**config.mk**
```make
export PLATFORM = sky130hd
export DESIGN_NAME = ex_complete
export DESIGN_NICKNAME = d
export VERILOG_FILES = /design/src/rtl/sys_defs.sv /design/src/rtl/cbuf_fifo.sv /design/src/rtl/ex_complete.sv
export SDC_FILE = /design/constraint.sdc
export NUM_CORES = 1
export LEC_CHECK = 0
export ABC_AREA = 1
export BUFFER_PORTS_ARGS = -buffer_cell sky130_fd_sc_hd__buf_2
export CORE_ASPECT_RATIO = 0.7
export CORE_MARGIN = 2
export CORE_UTILIZATION = 35
export CTS_CLUSTER_SIZE = 20
export DETAILED_ROUTE_END_ITERATION = 10
export PLACE_DENSITY_LB_ADDON = 0.12
export SLEW_MARGIN = 40
export SYNTH_ARGS = -nofsm -noshare
export SYNTH_HDL_FRONTEND = slang
export SYNTH_HIERARCHICAL = 1
export SYNTH_SLANG_ARGS = --single-unit
```
**constraint.sdc**
```tcl
create_clock -name clock -period 2.45 [get_ports clock]
set_input_delay 0 -clock clock [delete_from_list [all_inputs] [get_ports clock]]
set_output_delay 0 -clock clock [all_outputs]
set_load 0.02 [all_outputs]
```
**src/rtl/sys_defs.sv**
```systemverilog
// Shared execute-side types: RS slot packet, CDB tag, and the tag-only op record
// carried through the ALU slot, multiplier pipe and completion buffer.
package sys_defs;

  localparam int unsigned DEF_RS_SZ      = 5;
  localparam int unsigned DEF_IDX_W      = $clog2(DEF_RS_SZ);
  localparam int unsigned DEF_PREG_W     = 6;
  localparam int unsigned DEF_MUL_LAT    = 4;
  localparam int unsigned DEF_CBUF_DEPTH = 4;

  typedef logic [DEF_PREG_W-1:0] TAG;

  typedef struct packed {
    logic                 valid;
    logic [DEF_IDX_W-1:0] idx;
  } EX_RS_PACKET;

  typedef struct packed {
    logic                 valid;
    logic [DEF_IDX_W-1:0] rs_idx;
    TAG                   preg;
    logic                 dest_valid;
  } EX_OP;

endpackage

```
**src/rtl/cbuf_fifo.sv**
```systemverilog
// Completion buffer: circular FIFO accepting up to two pushes (push0 first)
// and one pop per cycle; occupancy is exported for issue credit.
module cbuf_fifo #(
  parameter int unsigned DEPTH = 4,
  parameter type T = logic [7:0]
) (
  input  logic                   clk,
  input  logic                   rst_n,
  input  logic                   flush,
  input  logic                   push0_en,
  input  T                       push0_data,
  input  logic                   push1_en,
  input  T                       push1_data,
  input  logic                   pop_en,
  output T                       head,
  output logic [$clog2(DEPTH):0] count
);

  localparam int unsigned PTR_W = $clog2(DEPTH);
  localparam int unsigned CNT_W = PTR_W + 1;

  T                 mem [DEPTH];
  logic [PTR_W-1:0] wr_ptr;
  logic [PTR_W-1:0] rd_ptr;
  logic [PTR_W-1:0] wr_ptr_nxt;
  logic [1:0]       n_push;

  assign wr_ptr_nxt = wr_ptr + PTR_W'(1);
  assign n_push     = 2'(push0_en) + 2'(push1_en);
  assign head       = mem[rd_ptr];

  // Pointers wrap naturally because DEPTH is a power of two
  always_ff @(posedge clk or negedge rst_n) begin
    if (!rst_n) begin
      wr_ptr <= '0;
      rd_ptr <= '0;
      count  <= '0;
    end else if (flush) begin
      wr_ptr <= '0;
      rd_ptr <= '0;
      count  <= '0;
    end else begin
      wr_ptr <= wr_ptr + PTR_W'(n_push);
      if (pop_en) rd_ptr <= rd_ptr + PTR_W'(1);
      count  <= count + CNT_W'(n_push) - CNT_W'(pop_en);
    end
  end

  always_ff @(posedge clk) begin
    if (push0_en) mem[wr_ptr] <= push0_data;
    if (push1_en) mem[push0_en ? wr_ptr_nxt : wr_ptr] <= push1_data;
  end

endmodule

```
**src/rtl/ex_complete.sv**
```systemverilog
// Execute/complete stage: routes issued tags through a 1-cycle ALU slot or a
// pipelined multiplier, arbitrates completions onto the CDB and frees RS slots.
module ex_complete
  import sys_defs::*;
#(
  parameter int unsigned RS_SZ      = DEF_RS_SZ,
  localparam int unsigned IDX_W     = $clog2(RS_SZ),
  parameter int unsigned PREG_W     = DEF_PREG_W,
  parameter int unsigned MUL_LAT    = DEF_MUL_LAT,
  parameter int unsigned CBUF_DEPTH = DEF_CBUF_DEPTH
) (
  input  logic              clock,
  input  logic              reset,
  input  logic              interrupt,
  input  logic              issue_en,
  input  logic [IDX_W-1:0]  issue_rs_idx,
  input  logic [PREG_W-1:0] issue_dest_preg,
  input  logic              issue_dest_valid,
  input  logic              issue_is_mult,
  output logic              issue_ready,
  output logic              cdb_en,
  output logic [PREG_W-1:0] cdb_preg,
  output logic              remove_en,
  output logic [IDX_W-1:0]  remove_idx
);

  localparam int unsigned CNT_W  = $clog2(CBUF_DEPTH) + 1;
  localparam int unsigned CRED_W = $clog2(CBUF_DEPTH + MUL_LAT + 1) + 1;

  EX_OP              alu_op;
  EX_OP              mul_pipe [MUL_LAT];
  EX_OP              new_op;
  EX_OP              mul_out;
  EX_OP              head_op;
  EX_OP              grant;
  EX_RS_PACKET       rm_pkt;
  TAG                cdb_tag;
  logic              accept;
  logic              buf_valid;
  logic              pop;
  logic              push_mul;
  logic              push_alu;
  logic [CNT_W-1:0]  buf_count;
  logic [CRED_W-1:0] credit;

  // Every op in flight reserves one buffer slot, so the buffer can never overflow
  always_comb begin
    credit = CRED_W'(buf_count) + CRED_W'(alu_op.valid);
    for (int i = 0; i < MUL_LAT; i++) credit = credit + CRED_W'(mul_pipe[i].valid);
  end

  assign issue_ready = credit < CRED_W'(CBUF_DEPTH);
  assign accept      = issue_en && issue_ready && !interrupt;

  always_comb begin
    new_op            = '0;
    new_op.valid      = 1'b1;
    new_op.rs_idx     = DEF_IDX_W'(issue_rs_idx);
    new_op.preg       = TAG'(issue_dest_preg);
    new_op.dest_valid = issue_dest_valid;
  end

  // Fixed priority: buffer head, then multiplier output, then ALU output
  always_comb begin
    mul_out   = mul_pipe[MUL_LAT-1];
    buf_valid = buf_count != '0;
    grant     = '0;
    pop       = 1'b0;
    if (buf_valid) begin
      grant = head_op;
      pop   = 1'b1;
    end else if (mul_out.valid) begin
      grant = mul_out;
    end else if (alu_op.valid) begin
      grant = alu_op;
    end
    push_mul = mul_out.valid && buf_valid;
    push_alu = alu_op.valid && (buf_valid || mul_out.valid);
  end

  always_ff @(posedge clock or negedge reset) begin
    if (!reset) begin
      alu_op <= '0;
      for (int i = 0; i < MUL_LAT; i++) mul_pipe[i] <= '0;
    end else if (interrupt) begin
      alu_op <= '0;
      for (int i = 0; i < MUL_LAT; i++) mul_pipe[i] <= '0;
    end else begin
      alu_op      <= (accept && !issue_is_mult) ? new_op : '0;
      mul_pipe[0] <= (accept && issue_is_mult) ? new_op : '0;
      for (int i = 1; i < MUL_LAT; i++) mul_pipe[i] <= mul_pipe[i-1];
    end
  end

  // Tag and index hold their last value when nothing is granted
  always_ff @(posedge clock or negedge reset) begin
    if (!reset) begin
      rm_pkt  <= '0;
      cdb_en  <= 1'b0;
      cdb_tag <= '0;
    end else if (interrupt) begin
      rm_pkt.valid <= 1'b0;
      cdb_en       <= 1'b0;
    end else begin
      rm_pkt.valid <= grant.valid;
      cdb_en       <= grant.valid && grant.dest_valid;
      if (grant.valid) begin
        rm_pkt.idx <= grant.rs_idx;
        cdb_tag    <= grant.preg;
      end
    end
  end

  assign remove_en  = rm_pkt.valid;
  assign remove_idx = IDX_W'(rm_pkt.idx);
  assign cdb_preg   = PREG_W'(cdb_tag);

  cbuf_fifo #(
    .DEPTH (CBUF_DEPTH),
    .T     (EX_OP)
  ) u_cbuf (
    .clk        (clock),
    .rst_n      (reset),
    .flush      (interrupt),
    .push0_en   (push_mul),
    .push0_data (mul_out),
    .push1_en   (push_alu),
    .push1_data (alu_op),
    .pop_en     (pop),
    .head       (head_op),
    .count      (buf_count)
  );

endmodule

```
Word level (Yosys, flattened, before mapping)
Memory sizes are Yosys's and may differ from the RTL's.
Index checks and enable logic that the tools add are counted.

storage, ports and cells
  bits in registers = 73
  RAM bits = 44
  input bits = 15
  output and inout bits = 12
  memories kept = 1

memory list
  name        depth  width  rd ports  clocked after memory_dff  wr ports  RTL line         text
  u_cbuf.mem  4      11     1         0                         2         cbuf_fifo.sv:22  T mem [DEPTH];

cells by class
  add/subtract/negate cells = 11
  magnitude comparators = 1
  multiplexer cells = 19
  bitwise gates (word level) = 1
  reduce and logical (&&, ||, !) cells = 13

operators with widths
  cell                                                        number
  2-to-1 mux 11 bit                                           6
  2-to-1 mux 44 bit                                           1
  adder 5 x 1 -> 5 bit                                        3
  2-to-1 mux 2 bit                                            4
  logical AND 1 bit                                           7
  2-to-1 mux 1 bit                                            7
  adder 4 x 1 -> 5 bit                                        1
  less-than comparator 5 x 3 -> 1 bit, second input constant  1
  adder 2 x 1 -> 2 bit, second input constant                 2
  adder 3 x 1 -> 4 bit                                        1
  adder 3 x 2 -> 3 bit                                        1
  2-to-1 mux 3 bit                                            1
  nonzero test 3 bit                                          1
  subtractor 3 x 1 -> 3 bit                                   1
  adder 1 x 1 -> 2 bit                                        1
  adder 2 bit                                                 1
  zero test 1 bit                                             2
  AND reduction 2 bit                                         1
  nonzero test 2 bit                                          1
  logical OR 1 bit                                            1
  inverter 1 bit                                              1

Longest topological paths before layout
  depth in word-level cells = 11
  depth in mapped cells = 16
  depth with buffers taken out = 15

Hierarchy
The synthesis kept the hierarchy.

modules (own cells, without submodules)
  module       instances  cells each  area each (sq um)
  cbuf_fifo    1          330         3026.7
  ex_complete  1          292         2682.6

Worst setup path after synthesis
OpenSTA, ideal clock, no wires.

  path type = flip-flop to flip-flop
  start = reg u_cbuf.count[1]
  end = reg u_cbuf.count[2]
  setup time = 0.117 ns
  arrival time = 2.419 ns
  required time = 2.333 ns
  setup slack = -0.086 ns
  cell stages (with the launch flop) = 17
  path buffers = 1
  period minus slack after synthesis = 2.536 ns
  path through = dfrtp_1 > nor2_4 > nand2_4 > buf_2 > o21ai_0 > inv_1 > ha_1 > inv_1 > ha_1 > inv_1 > ha_1 > inv_1 > fa_1 > inv_1 > nand2_1 > nand2_1 > nor2_1

on the way
  word-level cells in the longest chain between the ends = 7
  elaborated cells on any way between the ends = 9

ends and longest elaborated chain
  what                       RTL line           text
  start: declaration         cbuf_fifo.sv:16    output logic [$clog2(DEPTH):0] count
  start signal: assignment   cbuf_fifo.sv:45    count <= count + CNT_W'(n_push) - CNT_W'(pop_en);
  nonzero test 3 bit         ex_complete.sv:66  buf_valid = buf_count != '0;
  named net buf_valid        ex_complete.sv:39  logic buf_valid;
  logical OR 1 bit           ex_complete.sv:78  push_alu = alu_op.valid && (buf_valid || mul_out.valid);
  logical AND 1 bit          ex_complete.sv:78
  named net push_alu         ex_complete.sv:42  logic push_alu;
  adder 1 x 1 -> 2 bit       cbuf_fifo.sv:29    assign n_push = 2'(push0_en) + 2'(push1_en);
  adder 3 x 2 -> 3 bit       cbuf_fifo.sv:45
  subtractor 3 x 1 -> 3 bit  cbuf_fifo.sv:45
  2-to-1 mux 3 bit           cbuf_fifo.sv:38    end else if (flush) begin

The timed path passes the listed nets, and every way through them passes these cells.
A chain may end at the register's enable or synchronous reset.

Worst setup path after layout
  start = reg mul_pipe[43] (netlist bit)
  end = out issue_ready

on the way
  word-level cells in the longest chain between the ends = 5

ends and longest elaborated chain
  what                                 RTL line           text
  start: declaration                   ex_complete.sv:31  EX_OP mul_pipe [MUL_LAT];
  adder 4 x 1 -> 5 bit                 ex_complete.sv:49  for (int i = 0; i < MUL_LAT; i++) credit = credit + CRED_W'(mul_pipe[i].valid);
  adder 5 x 1 -> 5 bit (3 in series)   ex_complete.sv:49
  less-than comparator 5 x 3 -> 1 bit  ex_complete.sv:52  assign issue_ready = credit < CRED_W'(CBUF_DEPTH);
  end: declaration                     ex_complete.sv:20  output logic issue_ready,

Every way passes these cells.

==> impl_metrics.json <==
{
  "nNetsFinal": 701,
  "gp_congestion": 0.808,
  "drt_iter0_drc": 245,
  "yosysWarnings": 6,
  "setup_viol": 0,
  "status": "complete, no violations",
  "drive_gt1_share_pct": 16.5,
  "worst-path-buf-inv": 1,
  "first_global_vias": 4234,
  "grt.total_usage_pct": 17.9,
  "ys_seq_elements": 117,
  "num_rows": 39,
  "max-slew-margin-rel_pct": 54.0,
  "syn2layout_area_growth_pct": 19.1,
  "io_buffers": 26,
  "syn_inst": 622,
  "route.detailed.drc": 0,
  "antenna_found_initial": 0,
  "dieHeight_um": 111,
  "timing.final.hold_violations": 0,
  "mostFrequentLayoutCell": "nand2_1",
  "dpl_cell_area_sq_um": 6030,
  "grt_pass1_wl_um": 23300,
  "fin_crit_sh_pct": 96.2,
  "clkLatencyLatePin_ns": 0.41,
  "synthTopCellsByArea": "dfrtp_1 32%, edfxtp_1 23%, nand2_1 12%",
  "ir_drop_mv": 0.474,
  "p_leak_nw": 3.26,
  "syn-cell-area_sq_um": 5710,
  "drtAntennaViolNets": 0,
  "grt-ovfl-total": 0,
  "setup_slack_ns": 0.0921,
  "core-area_sq_um": 16200,
  "crit_type": "reg2out",
  "tritoncts_num_sinks": 117,
  "start_util_pct": 35.3,
  "synth_adder_area_share_pct": 3.68,
  "top_layer": "met4",
  "synth_top_area_share_pct": 32.0,
  "cap_viol_max_count": 0,
  "min_period_ns": 2.36,
  "syn-num-nets": 652,
  "first_pass_iters": 5,
  "m1WireLength_um": 7010,
  "avgSynthCellArea_sq_um": 9.18,
  "wl_met2_um": 6330,
  "crit_fanout": 3,
  "synth_top_cell_by_area": "dfrtp_1",
  "grt_max_degree": 74,
  "max_stage_delay_ns": 0.51,
  "cts_max_path_buffers": 2,
  "fillers": 1573,
  "synth_xor_area_share_pct": 0.307,
  "hp-class": "in2reg",
  "wl_um": 14500,
  "cts_buffers": 17,
  "synthFlopType": "dfrtp_1",
  "utilization_pct": 42.1,
  "wl_per_cell_um": 15.9,
  "most-common-layout-cells": "183 x nand2_1, 86 x nor2_1, 73 x dfrtp_1",
  "start_kind": "register",
  "cp_slowest_cell": "fa_1",
  "report.final.slew_viol_count": 0,
  "critPathArrivalTime_ns": 2.36,
  "clock.fmax_mhz": 424,
  "end_kind": "primary output",
  "vias": 4250,
  "place_ws_ns": 0.0675,
  "vias_per_cell": 4.68,
  "synthMuxAreaShare_pct": 0,
  "synth_top_family_by_area": "simple AND/OR/NAND/NOR gates",
  "async_flop_share_pct": 62.4,
  "ys_types": 30,
  "crit_path_cell_trace": "fa_1, fa_2, ha_1, nor3_2, and2_1, buf_2",
  "pin_count": 27,
  "die_w_um": 157,
  "yosys.area_share.simple_pct": 27.9,
  "place_hpwl_um": 9210,
  "tightest_slew_ns": 0.690,
  "cts_tree": "built",
  "final_area_sq_um": 6800,
  "dr_wl_met3_um": 837,
  "synth_compound_area_share_pct": 3.55,
  "ctsHtreeMaxLevel": 4,
  "fin_worst_skew_ns": 0.00809,
  "finalSetupTns_ns": 0,
  "required_ns": 2.45,
  "power_density_nw_per_um2": 953,
  "path_clk_slew_ns": 0.06,
  "synth_edf_count": 44,
  "n_antenna_cell": 0,
  "critPathTopFamily": "adder cells",
  "cts-root-buf": "clkbuf_16",
  "yosysSeqAreaShare_pct": 55.1,
  "die_area_sq_um": 17400
}
## cells by family after synthesis
logic type,count (synthesis)
flip-flops,117
buffers and inverters,104
AND/OR/NAND/NOR,347
adder cells (fa/ha/maj),15
XOR/XNOR,2
AO/OA/AOI/OAI,37
## registers in the layout (all words and copies together), names as in the netlist
signal / flops
u_cbuf/mem: 44
remove_en: 1
remove_idx: 3
u_cbuf/wr_ptr: 2
cdb_en: 1
u_cbuf/rd_ptr: 2
mul_out: 11
cdb_preg: 6
alu_op: 11
mul_pipe: 33
u_cbuf/count: 3
## area by class of cell
type,instances,area [sq um],area share [%]
clock buffer,19,454,6.68
clock inverter,13,134,1.97
inverter,69,264,3.88
multi-input combinational,401,2060,30.3
sequential,117,3150,46.3
tap,225,282,4.14
timing repair buffer,65,459,6.75
## worst min-delay path, stage by stage
cell	delay, ns
buf_2	0.09
nand4_1	0.08
buf_4	0.18
inv_1	0.05
## stage by stage
stage               hold slack (ns)  power, mW  cells
floorplan                    -0.296       3.46    622
global placement              0.211       3.98    861
detailed placement           0.0754       3.99    861
CTS                          0.0259       6.52    906
global route                 0.0450       6.85    909
finish                       0.0254       6.48    909
## where the power goes
part	internal [mW]	leakage, nW	switching [mW]
combinational	0.560	1.57	1.13
sequential	2.18	1.41	0.141
clock	1.49	0.289	0.984
total	4.23	3.26	2.25
## routing by layer
layer,vias up,GRT usage [%]
met2,126,26.0
met5,-,0
met3,24,4.46
li1,2103,-
met4,0,7.34
met1,1997,25.7
## Yosys cell counts, types with 9 or more instances
master    number
nor2_1        86
nand2_1      183
nand4_1       46
buf_6         11
nand3_1       12
inv_1         67
buf_2         11
ha_1          12
o22ai_1       11
edfxtp_1      44
buf_4          9
o21ai_0       24
dfrtp_1       73
## final timing paths
kind,slack [ns],depth (start not counted),start,endpoint
min reg2reg,0.45,2,mul_pipe[28]$_DFF_PN0_,mul_pipe[17]$_DFF_PN0_
max in group asynchronous,1.79,2,reset,cdb_preg[0]$_DFFE_PN0P_
max reg2reg,0.10,10,u_cbuf/count[1]$_DFF_PN0_,u_cbuf/mem[0][6]$_DFFE_PP_
max,0.09,6,mul_pipe[43]$_DFF_PN0_,issue_ready
min in group asynchronous,0.17,2,reset,u_cbuf/count[2]$_DFF_PN0_
min,0.03,4,issue_is_mult,mul_pipe[43]$_DFF_PN0_
## timing repair
item / 4_1_cts / 5_1_grt
setup endpoints to repair: 1 / 13
hold endpoints to repair: 98 / 0
resized for setup: 0 / 6
pin swaps: 0 / 5
hold buffers: 12 / 0
buffers inserted: 1 / 3
Note: power is estimated with default switching activity, not from simulation.
